$ cat src/rtl/seg7_pkg.sv
// Shared constants, debouncer state type and glyph lookup for the step counter.
// Build macro SEG7_HEX_EN widens the count range to 0..F.
package seg7_pkg;

  localparam logic [6:0] SEG_0 = 7'h3F;
  localparam logic [6:0] SEG_1 = 7'h06;
  localparam logic [6:0] SEG_2 = 7'h5B;
  localparam logic [6:0] SEG_3 = 7'h4F;
  localparam logic [6:0] SEG_4 = 7'h66;
  localparam logic [6:0] SEG_5 = 7'h6D;
  localparam logic [6:0] SEG_6 = 7'h7D;
  localparam logic [6:0] SEG_7 = 7'h07;
  localparam logic [6:0] SEG_8 = 7'h7F;
  localparam logic [6:0] SEG_9 = 7'h6F;
  localparam logic [6:0] SEG_A = 7'h77;
  localparam logic [6:0] SEG_B = 7'h7C;
  localparam logic [6:0] SEG_C = 7'h39;
  localparam logic [6:0] SEG_D = 7'h5E;
  localparam logic [6:0] SEG_E = 7'h79;
  localparam logic [6:0] SEG_F = 7'h71;

`ifdef SEG7_HEX_EN
  localparam logic [3:0] DIGIT_MAX = 4'd15;
`else
  localparam logic [3:0] DIGIT_MAX = 4'd9;
`endif

  typedef enum logic [1:0] {
    S_LO = 2'd0,
    W_HI = 2'd1,
    S_HI = 2'd2,
    W_LO = 2'd3
  } db_state_e;

  // Hex glyphs stay in the table; the decimal build never reaches 10..15.
  function automatic logic [6:0] seg7_glyph(input logic [3:0] d);
    logic [6:0] g;
    case (d)
      4'h0: g = SEG_0;
      4'h1: g = SEG_1;
      4'h2: g = SEG_2;
      4'h3: g = SEG_3;
      4'h4: g = SEG_4;
      4'h5: g = SEG_5;
      4'h6: g = SEG_6;
      4'h7: g = SEG_7;
      4'h8: g = SEG_8;
      4'h9: g = SEG_9;
      4'hA: g = SEG_A;
      4'hB: g = SEG_B;
      4'hC: g = SEG_C;
      4'hD: g = SEG_D;
      4'hE: g = SEG_E;
      default: g = SEG_F;
    endcase
    return g;
  endfunction

endpackage

$ cat src/rtl/seg7_step_counter_if.sv
// Control inputs and display outputs of the step counter, bundled as one port.
interface seg7_step_counter_if;
  logic       en;
  logic       btn_raw;
  logic       auto_mode;
  logic       up_dn;
  logic       clear;
  logic [6:0] segments;
  logic       dp;
  logic [3:0] digit;
  logic       wrap;

  modport master (
    output en, btn_raw, auto_mode, up_dn, clear,
    input  segments, dp, digit, wrap
  );

  modport slave (
    input  en, btn_raw, auto_mode, up_dn, clear,
    output segments, dp, digit, wrap
  );
endinterface

$ cat src/rtl/btn_debounce.sv
// Two-flop synchronizer plus four-state debouncer; rise pulses once per
// accepted press, level follows the debounced button.
module btn_debounce
  import seg7_pkg::*;
#(
  parameter int DEBOUNCE_CYCLES = 100_000
) (
  input  logic clk,
  input  logic rst,
  input  logic btn_raw,
  output logic level,
  output logic rise
);

  localparam int CW = $clog2(DEBOUNCE_CYCLES + 1);
  // The transition fires on the cycle the count would reach DEBOUNCE_CYCLES.
  localparam logic [CW-1:0] CNT_LAST = CW'(DEBOUNCE_CYCLES - 1);

  logic [1:0]    sync_q, sync_d;
  db_state_e     state_q, state_d;
  logic [CW-1:0] cnt_q, cnt_d;
  logic          sync;

  assign sync = sync_q[1];

  always_comb begin
    sync_d  = {sync_q[0], btn_raw};
    state_d = state_q;
    cnt_d   = cnt_q;
    rise    = 1'b0;
    case (state_q)
      S_LO: if (sync) begin
        cnt_d   = CW'(1);
        state_d = W_HI;
      end
      W_HI: begin
        if (!sync) begin
          state_d = S_LO;
        end else if (cnt_q >= CNT_LAST) begin
          state_d = S_HI;
          rise    = 1'b1;
        end else begin
          cnt_d = cnt_q + CW'(1);
        end
      end
      S_HI: if (!sync) begin
        cnt_d   = CW'(1);
        state_d = W_LO;
      end
      W_LO: begin
        if (sync) begin
          state_d = S_HI;
        end else if (cnt_q >= CNT_LAST) begin
          state_d = S_LO;
        end else begin
          cnt_d = cnt_q + CW'(1);
        end
      end
      default: state_d = S_LO;
    endcase
  end

  always_ff @(posedge clk or posedge rst) begin
    if (rst) begin
      sync_q  <= '0;
      state_q <= S_LO;
      cnt_q   <= '0;
    end else begin
      sync_q  <= sync_d;
      state_q <= state_d;
      cnt_q   <= cnt_d;
    end
  end

  assign level = (state_q == S_HI) || (state_q == W_LO);

endmodule

$ cat src/rtl/seg7_step_counter.sv
// Single-digit up/down step counter with registered 7-segment drive.
// Steps come from a debounced button or a prescaled tick; SEG7_HEX_EN selects 0..F.
module seg7_step_counter
  import seg7_pkg::*;
#(
  parameter int PRESCALE        = 10_000_000,
  parameter int DEBOUNCE_CYCLES = 100_000
) (
  input  logic                clk,
  input  logic                rst,
  seg7_step_counter_if.slave  bus
);

  localparam int            PW       = $clog2(PRESCALE);
  localparam logic [PW-1:0] PRE_LAST = PW'(PRESCALE - 1);

  logic          btn_level, btn_rise;
  logic          unused_level;
  logic          tick, step;
  logic [PW-1:0] pre_q, pre_d;
  logic [3:0]    digit_q, digit_d;
  logic [6:0]    seg_q, seg_d;
  logic          dp_q, dp_d;
  logic          wrap_q, wrap_d;

  btn_debounce #(
    .DEBOUNCE_CYCLES(DEBOUNCE_CYCLES)
  ) u_debounce (
    .clk     (clk),
    .rst     (rst),
    .btn_raw (bus.btn_raw),
    .level   (btn_level),
    .rise    (btn_rise)
  );

  assign unused_level = btn_level;

  always_comb begin
    tick    = bus.en && bus.auto_mode && (pre_q == PRE_LAST);
    step    = bus.en && (bus.auto_mode ? tick : btn_rise);
    pre_d   = pre_q;
    digit_d = digit_q;
    dp_d    = dp_q;
    wrap_d  = 1'b0;

    if (!bus.auto_mode)  pre_d = '0;
    else if (bus.en)     pre_d = tick ? '0 : pre_q + PW'(1);

    if (bus.clear) begin
      pre_d   = '0;
      digit_d = 4'd0;
      dp_d    = 1'b0;
    end else if (step) begin
      dp_d = ~dp_q;
      if (bus.up_dn) begin
        wrap_d  = (digit_q == DIGIT_MAX);
        digit_d = wrap_d ? 4'd0 : digit_q + 4'd1;
      end else begin
        wrap_d  = (digit_q == 4'd0);
        digit_d = wrap_d ? DIGIT_MAX : digit_q - 4'd1;
      end
    end

    // Glyph of the next value so segments and digit land on the same edge.
    seg_d = seg7_glyph(digit_d);
  end

  always_ff @(posedge clk or posedge rst) begin
    if (rst) begin
      pre_q   <= '0;
      digit_q <= 4'd0;
      seg_q   <= SEG_0;
      dp_q    <= 1'b0;
      wrap_q  <= 1'b0;
    end else begin
      pre_q   <= pre_d;
      digit_q <= digit_d;
      seg_q   <= seg_d;
      dp_q    <= dp_d;
      wrap_q  <= wrap_d;
    end
  end

  assign bus.digit    = digit_q;
  assign bus.segments = seg_q;
  assign bus.dp       = dp_q;
  assign bus.wrap     = wrap_q;

endmodule

$ cat src/flat_wrapper.sv
// flat-port wrapper written by rule: the top's interface ports become plain ports
module seg7_step_counter_flat import seg7_pkg::*;
#(
  parameter int PRESCALE        = 10_000_000,
  parameter int DEBOUNCE_CYCLES = 100_000
)
  (clk, rst, bus_en, bus_btn_raw, bus_auto_mode, bus_up_dn, bus_clear, bus_segments, bus_dp, bus_digit, bus_wrap);
  seg7_step_counter_if bus_i ();
  input  logic clk;
  input  logic rst;
  input wire logic [$bits(bus_i.en)-1:0] bus_en;
  input wire logic [$bits(bus_i.btn_raw)-1:0] bus_btn_raw;
  input wire logic [$bits(bus_i.auto_mode)-1:0] bus_auto_mode;
  input wire logic [$bits(bus_i.up_dn)-1:0] bus_up_dn;
  input wire logic [$bits(bus_i.clear)-1:0] bus_clear;
  output wire logic [$bits(bus_i.segments)-1:0] bus_segments;
  output wire logic [$bits(bus_i.dp)-1:0] bus_dp;
  output wire logic [$bits(bus_i.digit)-1:0] bus_digit;
  output wire logic [$bits(bus_i.wrap)-1:0] bus_wrap;
  assign bus_i.en = bus_en;
  assign bus_i.btn_raw = bus_btn_raw;
  assign bus_i.auto_mode = bus_auto_mode;
  assign bus_i.up_dn = bus_up_dn;
  assign bus_i.clear = bus_clear;
  assign bus_segments = bus_i.segments;
  assign bus_dp = bus_i.dp;
  assign bus_digit = bus_i.digit;
  assign bus_wrap = bus_i.wrap;
  seg7_step_counter #(.PRESCALE(PRESCALE), .DEBOUNCE_CYCLES(DEBOUNCE_CYCLES)) u_core (.clk(clk), .rst(rst), .bus(bus_i));
endmodule
$ cat config.mk
export PLATFORM = sky130hd
export DESIGN_NAME = seg7_step_counter_flat
export DESIGN_NICKNAME = d
export VERILOG_FILES = /design/src/rtl/seg7_pkg.sv /design/src/rtl/seg7_step_counter_if.sv /design/src/rtl/btn_debounce.sv /design/src/rtl/seg7_step_counter.sv /design/src/flat_wrapper.sv
export SDC_FILE = /design/constraint.sdc
export NUM_CORES = 1
export LEC_CHECK = 0
export BUFFER_PORTS_ARGS = -buffer_cell sky130_fd_sc_hd__buf_2
export CAP_MARGIN = 20
export CORE_MARGIN = 4
export CORE_UTILIZATION = 40
export CTS_CLUSTER_SIZE = 25
export DETAILED_ROUTE_END_ITERATION = 12
export GPL_ROUTABILITY_DRIVEN = 0
export PLACE_DENSITY = 0.68
export SLEW_MARGIN = 20
export SYNTH_ARGS = -nofsm -noshare
export SYNTH_HDL_FRONTEND = slang
export SYNTH_SLANG_ARGS = --single-unit
$ cat constraint.sdc
create_clock -name clk -period 3.4 [get_ports clk]
set_input_delay 0.51 -clock clk [delete_from_list [all_inputs] [get_ports clk]]
set_output_delay 0.51 -clock clk [all_outputs]
set_load 0.02 [all_outputs]
* Word level (Yosys, flattened, before mapping) *
Memory sizes are Yosys's and may differ from the RTL's. A register that Yosys moved wholly into a read port is not among the register bits.
Index checks and enable logic that the tools add are counted.

word-level totals
  bits in registers = 51
  ROM bits = 112
  input bits = 7
  memories kept = 1

operators by class
  bitwise gates (word level) = 1
  magnitude comparators = 1
  add/subtract/negate cells = 4
  eq/ne operators = 12
  multiplexer cells = 31
  reductions and logical operators = 8

memory list
  memory            depth  width  rd ports  clocked after Yosys merged registers in  wr ports  RTL line        text
  (name not given)  16     7      1         1                                        0         seg7_pkg.sv:38  case (d)

operator list
  operator                                                            count
  24-bit 2-to-1 mux                                                   4
  17-bit 2-to-1 mux                                                   5
  17-bit case mux with 4 select lines                                 1
  24-bit by 1-bit adder with 24-bit output, second input constant     1
  24-bit == test, second input constant                               1
  4-bit 2-to-1 mux                                                    5
  17-bit by 1-bit adder with 17-bit output, second input constant     1
  17-bit greater-or-equal comparator, second input constant           1
  2-bit 2-to-1 mux                                                    6
  1-bit 2-to-1 mux                                                    9
  2-bit != test, second input constant                                4
  2-bit case mux with 4 select lines                                  1
  4-bit AND reduction                                                 2
  3-bit != test, second input constant                                2
  4-bit by 1-bit adder with 4-bit output, second input constant       1
  2-bit == test, second input constant                                2
  4-bit == test, second input constant                                1
  4-bit logical NOT                                                   1
  4-bit by 1-bit subtractor with 4-bit output, second input constant  1
  1-bit logical AND                                                   3
  3-bit by 2-bit != test with 1-bit output, second input constant     1
  2-bit by 1-bit == test with 1-bit output, second input constant     1
  2-bit logical NOT                                                   1
  2-bit nonzero test                                                  1
  1-bit inverter                                                      1

* Logic depth before layout (Yosys ltp) *
Gate-level depths: netlist (run 1).

  depth after elaboration = 8
  gate-level depth with buffers = 13
  gate-level depth less buffers = 13

* Modules after synthesis *
From an unflattened synthesis (run 1), not the netlist that was laid out.

unflattened totals
  cell total of the unflattened synthesis = 387
  area, all modules = 3,524.6 um2

modules (own cells, without submodules)
  module             cells each  area an instance (um2)  instances
  seg7_step_counter  253         2,302.2                 1
  btn_debounce       134         1,222.4                 1

* Worst setup path after synthesis (run 1) *
OpenSTA, ideal clock, no wires.

  path kind = register to register
  start = register u_core.u_debounce.cnt_q[11]
  end = register u_core.seg_q[3], in the netlist u_core.bus.segments[3]
  cell stages (with the launch flop) = 11
  arrival = 2,765 ps
  library setup time = 82 ps
  path slack = 553 ps
  required time = 3,318 ps
  cells stage by stage = dfrtp_1 nor4_4 and4b_4 a21oi_2 o31ai_2 a21oi_1 nor3_1 ha_1 and3b_1 o21bai_1 mux2_2

between the ends
  cells in the longest elaborated chain, start to end = 8

RTL lines
  what                                RTL line                 text
  start, declared                     btn_debounce.sv:21       logic [CW-1:0] cnt_q, cnt_d;
  start signal, assigned              btn_debounce.sv:71       cnt_q <= cnt_d;
  17-bit greater-or-equal comparator  btn_debounce.sv:39       end else if (cnt_q >= CNT_LAST) begin
  1-bit 2-to-1 mux                    btn_debounce.sv:39
  1-bit 2-to-1 mux                    btn_debounce.sv:37       if (!sync) begin
  1-bit 2-to-1 mux                    btn_debounce.sv:31       case (state_q)
  1-bit 2-to-1 mux                    seg7_step_counter.sv:40  step = bus.en && (bus.auto_mode ? tick : btn_rise);
  1-bit logical AND                   seg7_step_counter.sv:40
  4-bit 2-to-1 mux                    seg7_step_counter.sv:53  end else if (step) begin
  4-bit 2-to-1 mux                    seg7_step_counter.sv:49  if (bus.clear) begin
  named net u_core.digit_d[0]         seg7_step_counter.sv:21  logic [3:0] digit_q, digit_d;
  end, declared                       seg7_step_counter.sv:22  logic [6:0] seg_q, seg_d;

The timed path passes the listed nets, and every way through them passes these cells.
A chain may end at the register's enable or synchronous reset.

* Worst setup path in the final report (run 1) *
Ends and elaborated chain as after synthesis.

==> flow_summary.json, run 1 <==
{
  "status": "complete, no violations",
  "crit_family": "simple AND/OR/NAND/NOR gates",
  "die-height_um": 99.90,
  "routed_wl_mm": 7.219,
  "post-dp-hpwl_mm": 5.170,
  "slew_headroom": 0.5237,
  "ios": 20,
  "cap_violations": 0,
  "die_area_um2": 9980,
  "finalInstanceArea_um2": 3791,
  "p_comb_frac": 0.049,
  "p_per_area_nw_per_um2": 360.2,
  "clkTransAtPathRegs_ps": 70,
  "initial_core_util": 0.4111,
  "area_growth_syn_to_layout_pct": 12.22,
  "syn_inst": 366,
  "syn_avg_cell_area_um2": 9.230,
  "synthFlopType": "dfrtp_1",
  "cts-root-buf": "clkbuf_8",
  "worstHoldPathType": "input pin to register",
  "ys_seq_elements": 58,
  "drt_pre_antenna_iters": 5,
  "drt_iter0_markers": 131,
  "wl_per_cell_um": 14.35,
  "synth.distinct_cells": 59,
  "die_w_um": 99.90,
  "postRouteAntennaNets": 0,
  "yosys_warnings": 0,
  "via_per_inst": 5.569,
  "grt_pass1_vias": 2707,
  "place_area_um2": 3603,
  "finClkSkew_ps": 9.916,
  "worst_pin_slew_ps": 714.4,
  "core_area_um2": 8217,
  "vias": 2801,
  "synth_edf_count": 0,
  "synth.cell_area_um2": 3378,
  "crit_type": "register to register",
  "slowest_delay_ps": 440,
  "worst_setup_path_end_kind": "register",
  "p_seq_frac": 0.518,
  "critPathLaunchType": "register",
  "syn_nets": 385,
  "antenna_found_initial": 0,
  "setup_tns_ps": 0,
  "netlist.area_leader.share": 0.3852,
  "clk_path_buf_depth": 2,
  "cts_tree": "built",
  "max-vdd-ir-drop_uv": 186.8,
  "cp_slowest_cell": "dfrtp_1",
  "cp.arrival_ps": 3330,
  "nets": 412,
  "intPower_uw": 1041,
  "fin_crit_sh": 0.9022,
  "fmax_ghz": 0.3260,
  "synthTopCellsByArea": "dfrtp_1 (39%), nor2_1 (5.1%), dfstp_2 (4.7%)",
  "maxSlewViolCount": 0,
  "min_period_ps": 3067,
  "fill_cells": 768,
  "h-tree-depth": 3,
  "rsz0062_at_grt": "false",
  "synth_common_cells": "dfrtp_1 (52), nor2_1 (46), nand2_1 (37)",
  "path_max_fanout": 5,
  "numCtsBuffers": 9,
  "pwr-share-clk": 0.433,
  "grt_pass1_wl_mm": 12.63,
  "layout-drive-gt1-share": 0.1533,
  "cellLeakagePower_uw": 0.001617,
  "hold_buffers": 0,
  "switching_share": 0.2379,
  "setup_viol": 0,
  "yosysMostFrequentCell": "dfrtp_1",
  "grt_max_degree": 59,
  "crit_required_ps": 3670,
  "grt_usage": 0.1564,
  "path_cells": "nor4_4 > and4b_4 > a21oi_2 > o31ai_2 > a21oi_1 > nor3_2 > ha_1 > and3b_1 > o21bai_1 > mux2_2",
  "row_count": 33,
  "diodes": 0,
  "port_buffers": 19,
  "clock-sinks": 58,
  "synth_area_leader_cell": "dfrtp_1",
  "grt-ovfl-total": 0,
  "crit_buf_inv": 0,
  "drc": 0,
  "ys_seq_area_frac": 0.4319,
  "async_reset_ff_frac": 1.000,
  "finalHoldViolations": 0,
  "insertion_delay_ps": 340,
  "power_switching_uw": 324.8
}
final timing paths:
check	from	to	slack, ps	depth (start not counted)
worst max-delay path	u_core.u_debounce.cnt_q[11]	u_core.bus.segments[3]	330	10
worst min-delay path	bus_btn_raw	u_core.u_debounce.sync_q[0]	280	1
worst max register to register	u_core.u_debounce.cnt_q[11]	u_core.bus.segments[3]	330	10
worst min register to register	u_core.u_debounce.sync_q[0]	u_core.u_debounce.sync_q[1]	360	0
max in group asynchronous	rst	u_core.pre_q[1]	2550	3
min in group asynchronous	rst	u_core.u_debounce.cnt_q[7]	350	3
cells by family after synthesis:
kind of cell	Yosys count	synth area share
fa+ha+maj	12	0.04444
mux	7	0.02148
xor+xnor	28	0.07259
flops	58	0.4319
compound gates	65	0.1304
buf+inv	21	0.02592
simple gates	175	0.2733
worst reg2reg max path, cell delays in order (launching register included):
cell and delay (ps):
dfrtp_1 440, nor4_4 350, and4b_4 300, a21oi_2 100, o31ai_2 390, a21oi_1 170, nor3_2 350, ha_1 290
and3b_1 200, o21bai_1 150, mux2_2 260
metal layers:
layer / share of wire / wire length [um] / vias to the layer above / global-route usage
li1: - / - / 1370 / -
met1: 0.49 / 3528 / 1360 / 0.2111
met2: 0.46 / 3337 / 57 / 0.2401
met3: 0.028 / 204 / 14 / 0.03683
met4: 0.021 / 148 / 0 / 0.06723
met5: 0 / 0 / - / 0
through the flow:
step / total power (uW) / setup slack, ps / hold WS (ps) / instances / util
after floorplan: 764.6 / 553.3 / 331.2 / 366 / -
after global placement: 785.7 / 290.9 / 342.7 / 487 / 0.4386
after detailed placement: 787.3 / 203.5 / 344.4 / 487 / 0.4386
after CTS: 1385 / 171.3 / 255.1 / 503 / 0.4608
after global routing: 1431 / 146.6 / 264.9 / 503 / 0.4614
final: 1365 / 332.7 / 276.2 / 503 / 0.4614
sequential cells by signal, summed over array words and instances, names as in the netlist, named ones only:
register / cells
u_core.pre_q: 24
u_core.u_debounce.cnt_q: 17
u_core.bus.segments: 7
u_core.bus.digit: 4
u_core.u_debounce.sync_q: 2
u_core.bus.dp: 1
u_core.bus.wrap: 1
u_core.u_debounce.state_q: 1
power groups by stage:
stage | sequential (uW) | clock (uW) | combinational [uW]
final | 707 | 592 | 66.7
after floorplan | 717 | 0 | 47.4
after global placement | 719 | 0 | 67.0
after detailed placement | 719 | 0 | 67.8
after global routing | 708 | 645 | 77.4
after CTS | 707 | 609 | 68.5
cell type report:
| cell class | instances | area [um2] | share of cell area |
|---|---|---|---|
| Clock inverter | 2 | 10.01 | 0.002640 |
| Multi-Input combinational cell | 287 | 1837 | 0.4845 |
| Sequential cell | 58 | 1459 | 0.3848 |
| Inverter | 13 | 48.80 | 0.01287 |
| Clock buffer | 14 | 172.7 | 0.04554 |
| Tap cell | 105 | 131.4 | 0.03465 |
| Timing Repair Buffer | 24 | 132.6 | 0.03498 |
timing repair:
item | CTS | global route
endpoints found under the setup margin | 0 | 1
setup buffers | 0 | 0
gates resized for setup | 0 | 1
layout by cell type, fill, tap and decap left out, drive strengths merged, types with 8 or more instances in the layout:
cell / Yosys / final
a21oi: 11 / 11
and2: 8 / 8
and3: 15 / 15
buf: 2 / 24
clkbuf: 6 / 14
dfrtp: 52 / 52
ha: 12 / 12
inv: 13 / 13
nand2: 37 / 37
nand3: 18 / 18
nand4: 11 / 11
nor2: 46 / 46
nor3: 10 / 10
nor4: 8 / 8
o21ai: 18 / 18
xnor2: 10 / 10
xor2: 18 / 18
(Power assumes the default switching activity.)
==> run 2, diff against run 1 <==
--- a/config.mk
+++ b/config.mk
@@ -7,12 +7,15 @@
 export LEC_CHECK = 0
 export BUFFER_PORTS_ARGS = -buffer_cell sky130_fd_sc_hd__buf_2
 export CAP_MARGIN = 20
+export CELL_PAD_IN_SITES_DETAIL_PLACEMENT = 0
+export CELL_PAD_IN_SITES_GLOBAL_PLACEMENT = 1
 export CORE_MARGIN = 4
 export CORE_UTILIZATION = 40
 export CTS_CLUSTER_SIZE = 25
 export DETAILED_ROUTE_END_ITERATION = 12
 export GPL_ROUTABILITY_DRIVEN = 0
-export PLACE_DENSITY = 0.68
+export GPL_TIMING_DRIVEN = 0
+export PLACE_DENSITY = 0.81
 export SLEW_MARGIN = 20
 export SYNTH_ARGS = -nofsm -noshare
 export SYNTH_HDL_FRONTEND = slang
==> run 2 against run 1 <==
Against the previous run:
- clock skew increased by 2.9 ps
- worst hold slack better by 7.1 ps
- die area did not move
- non-clock buffer count increased by 2
- critical endpoint is now u_core.bus.segments[1]
- maximum frequency shrank 1.9%
- setup slack got worse by 60 ps
- sequential share of layout area increased by 0.089 points
- global-route usage grew 0.29 points
==> flow_summary.json, run 2 (same netlist as run 1, synthesis figures left out) <==
{
  "setup_viol": 0,
  "crit_type": "register to register",
  "power_switching_uw": 322.9,
  "h-tree-depth": 3,
  "cap_violations": 0,
  "slew_headroom": 0.3166,
  "largest_reg_flops": 24,
  "hp-start": "bus_btn_raw",
  "intPower_uw": 998.9,
  "holdWs_ps": 283.2,
  "cts-root-buf": "clkbuf_8",
  "path_max_fanout": 6,
  "r2r_slack_ps": 270,
  "core_area_um2": 8217,
  "clkTransAtPathRegs_ps": 60,
  "drc": 0,
  "p_per_area_nw_per_um2": 349.5,
  "wl_per_cell_um": 14.47,
  "pwr-share-clk": 0.414,
  "layout_commonest_cell": "dfrtp_1",
  "fin_cells": 505,
  "grt_pass1_wl_mm": 12.92,
  "maxSlewViolCount": 0,
  "total_power_uw": 1322,
  "rsz0062_at_grt": "false",
  "p_comb_frac": 0.051,
  "dp_slack_ps": -16.91,
  "r2r_cells": 10,
  "die_w_um": 99.90,
  "die_area_um2": 9980,
  "row_count": 33,
  "diodes": 0,
  "clock-sinks": 58,
  "postRouteAntennaNets": 0,
  "nets": 414,
  "clk_path_buf_depth": 2,
  "fill_cells": 807,
  "area_growth_syn_to_layout_pct": 11.96,
  "fin_crit_sh": 0.9198,
  "initial_core_util": 0.4111,
  "routed_wl_mm": 7.307,
  "whs_endpoint": "u_core.u_debounce.sync_q[0]",
  "timing.final.ws_setup_ps": 272.8,
  "min_period_ps": 3127,
  "port_buffers": 18,
  "finalHoldViolations": 0,
  "final_cell_mix": "dfrtp_1 (52), nor2_1 (45), nand2_1 (37)",
  "cts_setup_buffers": 0,
  "critPathLaunchType": "register",
  "grt_pass1_vias": 2748,
  "r2r_start": "u_core.u_debounce.cnt_q[11]",
  "worst_setup_path_end_kind": "register",
  "grt-ovfl-total": 0,
  "p_seq_frac": 0.535,
  "numCtsBuffers": 9,
  "post-dp-hpwl_mm": 5.179,
  "drt_pre_antenna_iters": 5,
  "r2r-end": "u_core.bus.segments[1]",
  "worstHoldPathType": "input pin to register",
  "status": "complete, no violations",
  "fin_util": 0.4603,
  "placed_cells": 489,
  "switching_share": 0.2443,
  "finClkSkew_ps": 12.77,
  "cp.arrival_ps": 3390,
  "worst_pin_slew_ps": 1017,
  "grt_max_degree": 59,
  "crit_required_ps": 3660,
  "die-height_um": 99.90,
  "antenna_found_initial": 0,
  "fmax_ghz": 0.3198,
  "holdPathStages": 1,
  "layout-drive-gt1-share": 0.1425,
  "grt_usage": 0.1593,
  "via_per_inst": 5.497,
  "cellLeakagePower_uw": 0.001598,
  "vias": 2776,
  "cts_tree": "built",
  "regMostFlops": "u_core.pre_q",
  "max-vdd-ir-drop_uv": 175.3,
  "insertion_delay_ps": 340,
  "ios": 20,
  "drt_iter0_markers": 161
}
-- run 2: changes by cell type in the layout (fill, tap and decap cells not counted) --
cell / change
nor2_2: +1
inv_4: +1
nor2_1: -1
clkbuf_8: -2
inv_2: -1
o31ai_2: -1
clkinv_2: +1
o31ai_4: +1
clkbuf_1: +7
buf_4: -5
buf_6: +1
-- run 2: critical path: stages (launching register included) --
cell and delay, ps:
dfrtp_1 450, nor4_4 400, and4b_4 310, a21oi_2 110
o31ai_4 340, mux2i_1 150, nor2_2 260, inv_1 150
ha_1 340, or3_1 380, a21o_1 190
-- run 2: timing repair --
item                       4_1_cts  5_1_grt
gates resized for setup          1        2
setup endpoints to repair        2        3
hold endpoints to repair         0        0
hold buffers                     0        0
-- run 2: per-layer routing --
| layer | GRT usage | up-vias | wire length [um] |
|---|---|---|---|
| met5 | 0 | - | 0 |
| met4 | 0.05777 | 0 | 75 |
| met3 | 0.03961 | 8 | 232 |
| met2 | 0.2540 | 38 | 3524 |
| met1 | 0.2103 | 1361 | 3474 |
| li1 | - | 1369 | - |
-- run 2: metrics by stage --
stage                     TNS (ps)  cell area (um2)
after global placement           0             3600
after floorplan                  0             3378
final                            0             3782
after CTS                        0             3771
after detailed placement    -16.91             3602
after global routing             0             3782
-- run 2: power by group through the flow --
stage	clock network (uW)	registers, uW	logic (uW)
finish	547	707	67.7
global route	610	708	78.7
CTS	571	707	69.0
detailed placement	0	719	68.8
global placement	0	719	67.1
floorplan	0	717	47.4
-- run 2: area by class of cell --
type	count	area [um2]	share of cell area
multi-input combinational	287	1848	0.4886
buffer	8	38.79	0.01025
inverter	13	51.30	0.01356
timing repair buffer	18	90.09	0.02382
sequential	58	1459	0.3857
tap	105	131.4	0.03473
clock buffer	13	148.9	0.03936
clock inverter	3	15.01	0.003970
-- run 2: worst max-delay path by stage --
| stage | startpoint | endpoint | slack (ps) | cells past startpoint |
|---|---|---|---|---|
| floorplan | u_core.u_debounce.cnt_q[11] | u_core.bus.segments[3] | 550 | 10 |
| global placement | u_core.u_debounce.cnt_q[11] | u_core.bus.segments[1] | 100 | 10 |
| detailed placement | u_core.u_debounce.cnt_q[11] | u_core.bus.segments[3] | -20 | 10 |
| CTS | u_core.u_debounce.cnt_q[11] | u_core.bus.segments[1] | 2 | 10 |
| global route | u_core.u_debounce.cnt_q[11] | u_core.bus.segments[1] | 90 | 10 |
| finish | u_core.u_debounce.cnt_q[11] | u_core.bus.segments[1] | 270 | 10 |
